### src/rtl/rr_decode_arbiter.sv
// rr_decode_arbiter: round-robin arbiter that shares one 3-to-8 active-low
// select decoder among 8 requesters. The grant index (decoder A2..A0) and the
// decoded one-hot select are both registered. A grant ends when the owner
// finishes, drops its request, or uses up MAX_HOLD cycles. At least one idle
// cycle always separates two grants (break-before-make on sel_n).
module rr_decode_arbiter #(
    parameter int MAX_HOLD = 15,
    parameter int HOLD_W   = 4
) (
    input  logic       clk,
    input  logic       reset,
    input  logic [7:0] req,
    input  logic       done,
    output logic [2:0] grant_idx,
    output logic       grant_valid,
    output logic [7:0] sel_n,
    output logic       timeout
);

    typedef enum logic {
        IDLE  = 1'b0,
        GRANT = 1'b1
    } state_e;

    // Last hold count of a grant; on this cycle the grant is forced to end.
    localparam logic [HOLD_W-1:0] HOLD_LAST = HOLD_W'(MAX_HOLD - 1);

    state_e            state_q,       state_d;
    logic [2:0]        ptr_q,         ptr_d;
    logic [2:0]        grant_idx_q,   grant_idx_d;
    logic              grant_valid_q, grant_valid_d;
    logic [7:0]        sel_n_q,       sel_n_d;
    logic              timeout_q,     timeout_d;
    logic [HOLD_W-1:0] hold_cnt_q,    hold_cnt_d;

    logic [2:0] winner;
    logic       winner_found;
    logic       rel_done;
    logic       rel_drop;
    logic       rel_limit;

    // Round-robin scan: first set request at ptr, ptr+1, ... ptr+7 (mod 8).
    always_comb begin
        // NOTE: every signal driven here gets a default first, so no path through
        // the block leaves it unassigned and no latch is inferred.
        winner       = 3'd0;
        winner_found = 1'b0;
        // Walk from the farthest candidate back to ptr so the nearest one wins.
        for (int k = 7; k >= 0; k--) begin
            if (req[ptr_q + 3'(k)]) begin
                winner       = ptr_q + 3'(k);
                winner_found = 1'b1;
            end
        end
    end

    // Next-state and registered-output logic for the IDLE/GRANT controller.
    always_comb begin
        state_d       = state_q;
        ptr_d         = ptr_q;
        grant_idx_d   = grant_idx_q;
        grant_valid_d = grant_valid_q;
        sel_n_d       = sel_n_q;
        timeout_d     = 1'b0;
        hold_cnt_d    = hold_cnt_q;

        rel_done  = done;
        rel_drop  = ~req[grant_idx_q];
        rel_limit = (hold_cnt_q == HOLD_LAST);

        unique case (state_q)
            IDLE: begin
                if (winner_found) begin
                    grant_idx_d   = winner;
                    grant_valid_d = 1'b1;
                    sel_n_d       = ~(8'b1 << winner);
                    hold_cnt_d    = '0;
                    state_d       = GRANT;
                end
            end
            GRANT: begin
                hold_cnt_d = hold_cnt_q + 1'b1;
                if (rel_done || rel_drop || rel_limit) begin
                    // grant_idx keeps the last owner; only valid/select drop.
                    grant_valid_d = 1'b0;
                    sel_n_d       = 8'hFF;
                    ptr_d         = grant_idx_q + 3'd1;
                    hold_cnt_d    = '0;
                    // A timeout is reported only when the limit alone ended it.
                    timeout_d     = rel_limit && !rel_done && !rel_drop;
                    state_d       = IDLE;
                end
            end
            default: state_d = IDLE;
        endcase
    end

    // State register with synchronous, active-high reset.
    always_ff @(posedge clk) begin
        // NOTE: sequential state uses non-blocking assignments so every flop
        // samples the pre-edge values, independent of statement order.
        if (reset) begin
            state_q       <= IDLE;
            ptr_q         <= 3'd0;
            grant_idx_q   <= 3'd0;
            grant_valid_q <= 1'b0;
            sel_n_q       <= 8'hFF;
            timeout_q     <= 1'b0;
            hold_cnt_q    <= '0;
        end else begin
            state_q       <= state_d;
            ptr_q         <= ptr_d;
            grant_idx_q   <= grant_idx_d;
            grant_valid_q <= grant_valid_d;
            sel_n_q       <= sel_n_d;
            timeout_q     <= timeout_d;
            hold_cnt_q    <= hold_cnt_d;
        end
    end

    assign grant_idx   = grant_idx_q;
    assign grant_valid = grant_valid_q;
    assign sel_n       = sel_n_q;
    assign timeout     = timeout_q;

endmodule

### config.mk
export PLATFORM = sky130hd
export DESIGN_NAME = rr_decode_arbiter
export DESIGN_NICKNAME = d
export VERILOG_FILES = /design/src/rtl/rr_decode_arbiter.sv
export SDC_FILE = /design/constraint.sdc
export NUM_CORES = 1
export LEC_CHECK = 0
export BUFFER_PORTS_ARGS = -buffer_cell sky130_fd_sc_hd__buf_2
export CAP_MARGIN = 25
export CORE_ASPECT_RATIO = 0.8
export CORE_MARGIN = 4
export CORE_UTILIZATION = 63
export DETAILED_ROUTE_END_ITERATION = 8
export PLACE_DENSITY = 0.89
export SLEW_MARGIN = 5
export SYNTH_ARGS = -nofsm -noshare
export SYNTH_HDL_FRONTEND = slang
export SYNTH_SLANG_ARGS = --single-unit
export TNS_END_PERCENT = 10
### constraint.sdc
create_clock -name clk -period 5.52 [get_ports clk]
set_clock_uncertainty 0.1 [all_clocks]
set_input_delay 0.276 -clock clk [delete_from_list [all_inputs] [get_ports clk]]
set_output_delay 0.276 -clock clk [all_outputs]
set_load 0.005 [all_outputs]
==> impl_metrics.env, run 1 <==
export IMPL_power_frac_seq_pct=27.2
export IMPL_min_path_cells=4
export IMPL_reg2reg_from="ptr_q[0]$_SDFFE_PP0P_"
export IMPL_outcome="completed"
export IMPL_ys_warnings_count=0
export IMPL_criticalPathCategory="register to register"
export IMPL_grt_max_degree=25
export IMPL_switching_share_pct=43.29
export IMPL_core_mm2=0.002850
export IMPL_reg2reg_depth=9
export IMPL_ctsHtreeMaxLevel=1
export IMPL_worst_hold_slack_ns=0.2141
export IMPL_power_frac_clock_pct=14.0
export IMPL_p_comb_share_pct=58.8
export IMPL_avgSynthCellArea_um2=9.372
export IMPL_postRouteAntennaNets=0
export IMPL_fin_setup_tns_ns=0
export IMPL_endpoint_kind="register"
export IMPL_clk_pin_slew_ns=0.08
export IMPL_cp_required_ns=5.56
export IMPL_cts_hold_buf=0
export IMPL_die_w_um=70.19
export IMPL_rows=17
export IMPL_layout_commonest_cell="buf_2"
export IMPL_via_per_inst=6.825
export IMPL_vdd_ir_drop_max_mv=0.2174
export IMPL_hold_violations=0
export IMPL_dieArea_mm2=0.004054
export IMPL_slew_violations=0
export IMPL_start_util_pct=68.39
export IMPL_ys_ff_latch=21
export IMPL_p_int_mw=0.4131
export IMPL_rsz0062_at_grt="no"
export IMPL_cts_num_sinks=21
export IMPL_place_congestion=0.9480
export IMPL_netlist_area_mm2=0.001949
export IMPL_p_switching_mw=0.3153
export IMPL_first_global_vias=1602
export IMPL_die_h_um=57.76
export IMPL_cts_resized=0
export IMPL_drc=0
export IMPL_fin_ws_ns=2.174
export IMPL_timing_fmax_mhz=298.8
export IMPL_r2r_setup_slack_ns=2.17
export IMPL_nFillCells=204
export IMPL_min_to="timeout$_SDFF_PP0_"
export IMPL_drv_cap=0
export IMPL_finalSetupViolCount=0
export IMPL_slew_headroom_pct=52.64
export IMPL_num_vias=1754
export IMPL_firstDrtPassIters=5
export IMPL_grt_usage_pct=24.22
export IMPL_synth_edf_count=0
export IMPL_areaGrowthSynthToFinish_pct=5.841
export IMPL_fin_crit_sh_pct=60.62
export IMPL_async_flop_share_pct=0
export IMPL_drtIter0Drc=178
export IMPL_clock_latency_ns=0.26
export IMPL_syn_nets=224
export IMPL_hold_start="done"
export IMPL_cts_buffer_depth=2
export IMPL_antenna_found_initial=0
export IMPL_grt_pass1_wl_um=7948
export IMPL_routed_wl_um=4662
export IMPL_arrival_ns=3.38
export IMPL_p_per_area_mw_per_mm2=353.0
export IMPL_drive_above_1_share_pct=27.40
export IMPL_final_nets=236
export IMPL_cts_root_buf="clkbuf_8"
export IMPL_io_pins=24
export IMPL_tightest_slew_ns=0.7104
export IMPL_r2r_end="sel_n[5]$_SDFFE_PP1P_"
export IMPL_cts_buffers=3
export IMPL_cts_tree="built"
export IMPL_power_leakage_nw=0.7244
export IMPL_portBuffers=23
export IMPL_synth_seq_area_share_pct=21.57
export IMPL_critPathLaunchType="register"
export IMPL_crit_fanout=18
export IMPL_gr_total_overflow=0
export IMPL_synthesis_instances=208
export IMPL_pre_cts_slack_ns=2.254
export IMPL_ys_types=53
export IMPL_wl_per_cell_um=18.14
export IMPL_post_cts_buffers=0
export IMPL_antennaDiodeCount=0
export IMPL_hpwl_um=3402
export IMPL_min_period_ns=3.346
export IMPL_synth_ff_type="dfxtp_1"
export IMPL_hp_class="primary input to register"
export IMPL_mostFrequentLayoutCells="23 x buf_2, 21 x dfxtp_1, 16 x nand2_1, 15 x mux4_2, 15 x nor2_1"
==> kinds of logic after synthesis <==
| group | share of synthesized area (%) |
|---|---|
| DFF | 21.57 |
| AOI/OAI and AO/OA | 21.50 |
| buffers and inverters | 6.803 |
| xor gates and xnor gates | 2.567 |
| and+or+nand+nor | 15.92 |
| adders and majority gates | 3.209 |
| muxes | 28.43 |
==> layer usage <==
| metal | track usage (%) | wire length, um | share of wire (%) | vias up |
|---|---|---|---|---|
| li1 | - | - | - | 814 |
| met1 | 36.00 | 2150 | 46 | 840 |
| met2 | 36.20 | 2075 | 45 | 96 |
| met3 | 6.066 | 410 | 8.8 | 4 |
| met4 | 4.098 | 25 | 0.54 | 0 |
| met5 | 0 | 0 | 0 | - |
==> final cells by class <==
type	instances	area (um^2)	area share (%)
Timing Repair Buffer	25	130.1	6.307
Multi-Input combinational cell	163	1396	67.68
Inverter	6	22.52	1.092
Tap cell	38	47.55	2.304
Sequential cell	21	420.4	20.38
Clock buffer	3	41.29	2.001
Clock inverter	1	5.005	0.2426
==> Yosys cell counts, drive strengths merged (4+ instances only) <==
cell type	n	share of area (%)
a211oi	4	2.2
a21oi	13	3.5
a31oi	4	1.3
buf	15	5.1
dfxtp	21	22
ha	5	3.2
inv	6	1.2
mux2	4	2.3
mux2i	16	8.8
mux4	15	17
nand2	16	3.1
nand2b	5	1.6
nand3	4	1.0
nor2	16	3.2
nor2b	9	2.9
nor3	5	1.3
o21ai	8	2.1
o32a	4	2.1
==> sequential cells by signal, summed over array words and instances (netlist names) <==
| name | cells |
|---|---|
| sel_n | 8 |
| grant_valid | 1 |
| hold_cnt_q | 4 |
| state_q | 1 |
| timeout | 1 |
| grant_idx | 3 |
| ptr_q | 3 |
==> worst max-delay path, cell delays in order, from the launching register on <==
cell and delay, ns:
dfxtp_1 0.34, inv_1 0.09, ha_1 0.76, mux4_2 0.47
mux2i_2 0.31, nor2b_1 0.09, a2111oi_0 0.43, o21ai_1 0.19
a21oi_1 0.30, a2bb2oi_1 0.13
==> how the worst max path moves through the flow <==
stage	start	end	slack, ns
floorplan	ptr_q[1]$_SDFFE_PP0P_	sel_n[3]$_SDFFE_PP1P_	2.65
global placement	ptr_q[0]$_SDFFE_PP0P_	sel_n[3]$_SDFFE_PP1P_	2.41
detailed placement	ptr_q[0]$_SDFFE_PP0P_	sel_n[4]$_SDFFE_PP1P_	2.25
CTS	ptr_q[0]$_SDFFE_PP0P_	sel_n[5]$_SDFFE_PP1P_	2.22
global route	ptr_q[0]$_SDFFE_PP0P_	sel_n[3]$_SDFFE_PP1P_	1.97
finish	ptr_q[0]$_SDFFE_PP0P_	sel_n[5]$_SDFFE_PP1P_	2.17
==> per-stage QoR <==
step,util (%),cells,instance area [um^2],power (mW)
after detailed placement,70.76,253,2017,0.6193
after global routing,72.39,257,2063,0.7813
after CTS,72.39,257,2063,0.7225
after floorplan,-,208,1949,0.5426
after global placement,70.76,253,2017,0.6085
final,72.39,257,2063,0.7283
==> power groups by stage <==
stage	Sequential (mW)	Clock (mW)	Combinational (mW)
global route	0.202	0.112	0.467
detailed placement	0.201	0	0.418
finish	0.198	0.102	0.429
global placement	0.200	0	0.408
floorplan	0.191	0	0.351
CTS	0.198	0.104	0.421
Power figures use the tool's default switching activity.
==> run 2: changes to the inputs <==
- ABC_AREA: not set -> 1
- CORE_UTILIZATION: 63 -> 57
- PLACE_DENSITY: 0.89 -> 0.83
- clock period: 5.52 -> 3.1 ns (I/O delays scaled with it)
==> impl_metrics.env, run 2 <==
export IMPL_outcome="completed"
export IMPL_layout_commonest_cell="nand2_1"
export IMPL_mostFrequentLayoutCells="91 x nand2_1, 35 x nand3_1, 23 x inv_1, 23 x buf_2, 21 x dfxtp_1"
export IMPL_ctsHtreeMaxLevel=1
export IMPL_yosys_area_top_type="dfxtp_1"
export IMPL_arrival_ns=2.94
export IMPL_cts_num_sinks=21
export IMPL_power_leakage_nw=0.9253
export IMPL_finalSetupViolCount=0
export IMPL_synth_seq_area_share_pct=25.36
export IMPL_portBuffers=23
export IMPL_path_common_cell="nand2_1"
export IMPL_final_nets=307
export IMPL_synth_area_leaders="dfxtp_1 25%, nand2_1 21%, nand3_1 11%"
export IMPL_hp_class="primary input to register"
export IMPL_routed_wl_um=3908
export IMPL_cp_required_ns=3.22
export IMPL_ys_warnings_count=0
export IMPL_die_w_um=68.30
export IMPL_path_cells="clkinv_8, ha_1, inv_1, nand3_1, nand3_1, nand2_1, nor3_2, nand2_2, inv_2, nor2_4, inv_4, nand2_1, o21ai_1, nand2_1"
export IMPL_rsz0062_at_grt="no"
export IMPL_die_h_um=56.24
export IMPL_num_vias=1779
export IMPL_syn_nets=284
export IMPL_instances_no_fill=328
export IMPL_cts_root_buf="clkbuf_4"
export IMPL_slew_headroom_pct=68.36
export IMPL_drc=0
export IMPL_io_pins=24
export IMPL_post_cts_buffers=0
export IMPL_clk_pin_slew_ns=0.12
export IMPL_fin_setup_tns_ns=0
export IMPL_crit_family="simple AND/OR/NAND/NOR gates"
export IMPL_endpoint_kind="register"
export IMPL_rows=17
export IMPL_timing_fmax_mhz=354.6
export IMPL_async_flop_share_pct=0
export IMPL_drtIter0Drc=142
export IMPL_synth_ff_type="dfxtp_1"
export IMPL_netlist_area_mm2=0.001658
export IMPL_ys_ff_latch=21
export IMPL_gr_total_overflow=0
export IMPL_avgSynthCellArea_um2=6.186
export IMPL_hold_violations=0
export IMPL_via_per_inst=5.424
export IMPL_drv_cap=0
export IMPL_cts_buffers=3
export IMPL_hpwl_um=3117
export IMPL_synth_edf_count=0
export IMPL_cts_tree="built"
export IMPL_p_per_area_mw_per_mm2=753.3
export IMPL_clock_latency_ns=0.31
export IMPL_vdd_ir_drop_max_mv=0.4267
export IMPL_fin_crit_sh_pct=90.97
export IMPL_criticalPathCategory="register to register"
export IMPL_start_util_pct=59.95
export IMPL_critPathLaunchType="register"
export IMPL_cts_buffer_depth=2
export IMPL_nFillCells=250
export IMPL_grt_pass1_wl_um=6706
export IMPL_grt_usage_pct=22.22
export IMPL_dieArea_mm2=0.003841
export IMPL_areaGrowthSynthToFinish_pct=9.434
export IMPL_antennaDiodeCount=0
export IMPL_antenna_found_initial=0
export IMPL_slowest_stage="dfxtp_1"
export IMPL_dp_cells=323
export IMPL_finalPower_mw=1.367
export IMPL_tightest_slew_ns=0.4734
export IMPL_first_global_vias=1515
export IMPL_synth_top_area_share_pct=25.36
export IMPL_firstDrtPassIters=5
export IMPL_min_period_ns=2.820
export IMPL_crit_fanout=14
export IMPL_yosysMostFrequentCell="nand2_1"
export IMPL_synthesis_instances=268
export IMPL_ys_types=31
export IMPL_slew_violations=0
export IMPL_place_congestion=0.8917
export IMPL_core_mm2=0.002765
export IMPL_wl_per_cell_um=11.91
export IMPL_synth_common_cells="91 x nand2_1, 35 x nand3_1, 23 x inv_1"
export IMPL_drive_above_1_share_pct=19.31
export IMPL_cpPeakStageDelay_ns=0.63
export IMPL_cp_num_buf_inv=4
export IMPL_grt_max_degree=18
export IMPL_largest_reg_flops=8
export IMPL_postRouteAntennaNets=0
-- run 2: layer usage --
metal	wire length [um]	global-route usage, %	vias to the layer above	part of all wire (%)
li1	-	-	921	-
met1	1938	35.62	779	50
met2	1612	30.08	73	41
met3	337	4.444	6	8.6
met4	19	3.966	0	0.49
met5	0	0	-	0
-- run 2: cells by family after synthesis --
kind of cell             after synthesis  synth area share (%)
XOR/XNOR                               3                 1.585
AO/OA/AOI/OAI                         42                 13.74
multiplexers                           1                0.6038
adder cells (fa/ha/maj)                5                 3.774
buffers and inverters                 38                 11.09
AND/OR/NAND/NOR                      158                 43.85
flip-flops                            21                 25.36
-- run 2: path summary, 6_finish.rpt --
check	cells after the start	slack [ns]	to	from
setup reg to reg	14	0.28	sel_n[0]$_SDFFE_PP1P_	ptr_q[1]$_SDFFE_PP0P_
setup / recovery	14	0.28	sel_n[0]$_SDFFE_PP1P_	ptr_q[1]$_SDFFE_PP0P_
hold reg to reg	2	0.37	grant_valid$_SDFFE_PP0P_	grant_valid$_SDFFE_PP0P_
hold / removal	2	0.10	hold_cnt_q[1]$_SDFFE_PP0P_	reset
-- run 2: metrics by stage --
step / setup slack, ns / cell area, um^2 / hold WS [ns] / util (%)
6_report: 0.2799 / 1814 / 0.1023 / 65.61
5_1_grt: 0.02876 / 1814 / 0.09593 / 65.61
4_1_cts: 0.3304 / 1814 / 0.09457 / 65.61
3_5_place_dp: 0.3569 / 1777 / 0.2456 / 64.25
3_3_place_gp: 0.4056 / 1777 / 0.2442 / 64.25
2_1_floorplan: 0.8293 / 1658 / 0.1315 / -
-- run 2: timing repair --
item	in CTS	in global routing
endpoints found under the setup margin	0	0
hold endpoints to repair	1	0
hold buffers	1	0
resized for setup	0	0
-- run 2: layout make-up --
class                           count  area [um^2]  area share, %
Multi-Input combinational cell    209         1054          58.07
Timing Repair Buffer               25        132.6          7.310
Clock inverter                      1        5.005         0.2759
Sequential cell                    21        420.4          23.17
Clock buffer                        3        22.52          1.241
Tap cell                           38        47.55          2.621
Inverter                           31        132.6          7.310
-- run 2: worst reg2reg max path: stages, from the launching register on --
cell      delay (ns)
dfxtp_1         0.63
clkinv_8        0.13
ha_1            0.40
inv_1           0.17
nand3_1         0.12
nand3_1         0.10
nand2_1         0.14
nor3_2          0.24
nand2_2         0.08
inv_2           0.07
nor2_4          0.04
inv_4           0.13
nand2_1         0.17
o21ai_1         0.14
nand2_1         0.07
-- run 2: where the power goes --
part | switching [mW] | internal (mW)
Combinational | 0.566 | 0.292
Clock | 0.0886 | 0.0483
Sequential | 0.0547 | 0.318
Total | 0.709 | 0.658
==> run 3: changes to the inputs <==
- ABC_AREA: 1 -> 0
- CORE_UTILIZATION: 57 -> 58
==> impl_metrics.env, run 3 (same netlist as run 1, synthesis figures left out) <==
export IMPL_wl_met2_um=2057
export IMPL_timing_fmax_mhz=344.3
export IMPL_cts_buffers=3
export IMPL_cts_num_sinks=21
export IMPL_rsz0062_at_grt="yes"
export IMPL_final_util_pct=66.35
export IMPL_vdd_ir_drop_max_mv=0.5188
export IMPL_p_per_area_mw_per_mm2=623.5
export IMPL_critPathLaunchType="register"
export IMPL_gr_total_overflow=0
export IMPL_reg2reg_depth=9
export IMPL_place_congestion=0.9388
export IMPL_grt_usage_pct=22.70
export IMPL_layout_commonest_cell="buf_2"
export IMPL_grt_max_degree=25
export IMPL_routed_wl_um=4541
export IMPL_endpoint_kind="register"
export IMPL_r2r_end="sel_n[4]$_SDFFE_PP1P_"
export IMPL_hold_violations=0
export IMPL_fin_crit_sh_pct=93.69
export IMPL_min_path_cells=4
export IMPL_drc=0
export IMPL_die_w_um=72.82
export IMPL_highest_layer="met4"
export IMPL_nFillCells=256
export IMPL_via_per_inst=6.599
export IMPL_slew_violations=0
export IMPL_areaGrowthSynthToFinish_pct=7.317
export IMPL_post_cts_buffers=0
export IMPL_power_leakage_nw=0.7417
export IMPL_worst_hold_slack_ns=0.09968
export IMPL_die_h_um=59.86
export IMPL_grt_pass1_wl_um=7741
export IMPL_finalPower_mw=1.304
export IMPL_criticalPathCategory="register to register"
export IMPL_arrival_ns=2.93
export IMPL_cp_required_ns=3.13
export IMPL_portBuffers=23
export IMPL_hpwl_um=3361
export IMPL_cts_tree="built"
export IMPL_final_nets=239
export IMPL_clock_latency_ns=0.26
export IMPL_stdcell_area_mm2=0.002092
export IMPL_dieArea_mm2=0.004358
export IMPL_cts_hold_buf=0
export IMPL_finalSetupViolCount=0
export IMPL_cts_buffer_depth=2
export IMPL_min_period_ns=2.904
export IMPL_cp_endpoint="sel_n[4]$_SDFFE_PP1P_"
export IMPL_largest_reg_flops=8
export IMPL_hp_class="primary input to register"
export IMPL_wl_per_cell_um=17.33
export IMPL_antenna_found_initial=0
export IMPL_reg2reg_from="ptr_q[0]$_SDFFE_PP0P_"
export IMPL_first_global_vias=1569
export IMPL_placed_area_mm2=0.002042
export IMPL_slew_headroom_pct=53.07
export IMPL_io_pins=24
export IMPL_num_vias=1729
export IMPL_r2r_setup_slack_ns=0.20
export IMPL_drive_above_1_share_pct=28.83
export IMPL_crit_fanout=13
export IMPL_crit_start="ptr_q[0]$_SDFFE_PP0P_"
export IMPL_postRouteAntennaNets=0
export IMPL_clk_pin_slew_ns=0.08
export IMPL_cts_resized=0
export IMPL_drtIter0Drc=100
export IMPL_outcome="completed"
export IMPL_mostFrequentLayoutCells="23 x buf_2, 21 x dfxtp_1, 16 x nand2_1, 15 x mux4_2, 15 x nor2_1"
export IMPL_tightest_slew_ns=0.7029
export IMPL_core_mm2=0.003153
export IMPL_ctsHtreeMaxLevel=1
export IMPL_drv_cap=0
export IMPL_cts_root_buf="clkbuf_8"
export IMPL_rows=18
export IMPL_wl_met1_um=1976
export IMPL_antennaDiodeCount=0
export IMPL_wl_met3_um=466
export IMPL_firstDrtPassIters=4
export IMPL_start_util_pct=61.83
[run 3: changes by cell type in the layout (fill, tap and decap cells not counted), sizes merged, moves of 5 or more]
cell,change
inv,-23
mux2i,+15
mux4,+15
nand2,-84
nand2b,+5
nand3,-37
nor2b,+9
o21ai,-6
[run 3: routing by layer]
metal	vias to the layer above	GRT usage, %
met5	-	0
met1	826	32.11
met3	6	4.706
met2	76	36.50
li1	821	-
met4	0	3.947
[run 3: power breakdown]
| part | switching [mW] | internal, mW | total [mW] |
|---|---|---|---|
| Sequential | 0.0452 | 0.306 | 0.351 |
| Combinational | 0.419 | 0.353 | 0.771 |
| Clock | 0.0918 | 0.0897 | 0.181 |
| Total | 0.556 | 0.749 | 1.30 |
[run 3: worst min path at each step]
stage	endpoint	start
after global placement	sel_n[7]$_SDFFE_PP1P_	sel_n[7]$_SDFFE_PP1P_
after global routing	timeout$_SDFF_PP0_	done
final	timeout$_SDFF_PP0_	done
after detailed placement	sel_n[6]$_SDFFE_PP1P_	sel_n[6]$_SDFFE_PP1P_
after CTS	timeout$_SDFF_PP0_	done
after floorplan	timeout$_SDFF_PP0_	done
[run 3: area by class of cell]
type	instances	area (um^2)	share of cell area (%)
clock inverters	1	5.005	0.2392
repair buffers	28	152.6	7.297
flip-flops and latches	21	420.4	20.10
inverters	6	22.52	1.077
multi-input cells	163	1400	66.93
clock buffers	3	41.29	1.974
well taps	40	50.05	2.392
[run 3: critical path: stages (launching register included)]
cell       delay [ns]
dfxtp_1          0.34
inv_1            0.10
ha_1             0.33
buf_4            0.21
mux4_2           0.37
mux2_2           0.34
a2111oi_0        0.36
o21ai_1          0.18
a21oi_1          0.31
a31oi_1          0.12
[run 3: through the flow]
step                      std cells  setup WS [ns]  setup TNS (ns)
after floorplan                 208         0.2263               0
after global placement          258         0.2870               0
after CTS                       262         0.1244               0
final                           262         0.1956               0
after detailed placement        258         0.1640               0
after global routing            262      -0.004526       -0.004526
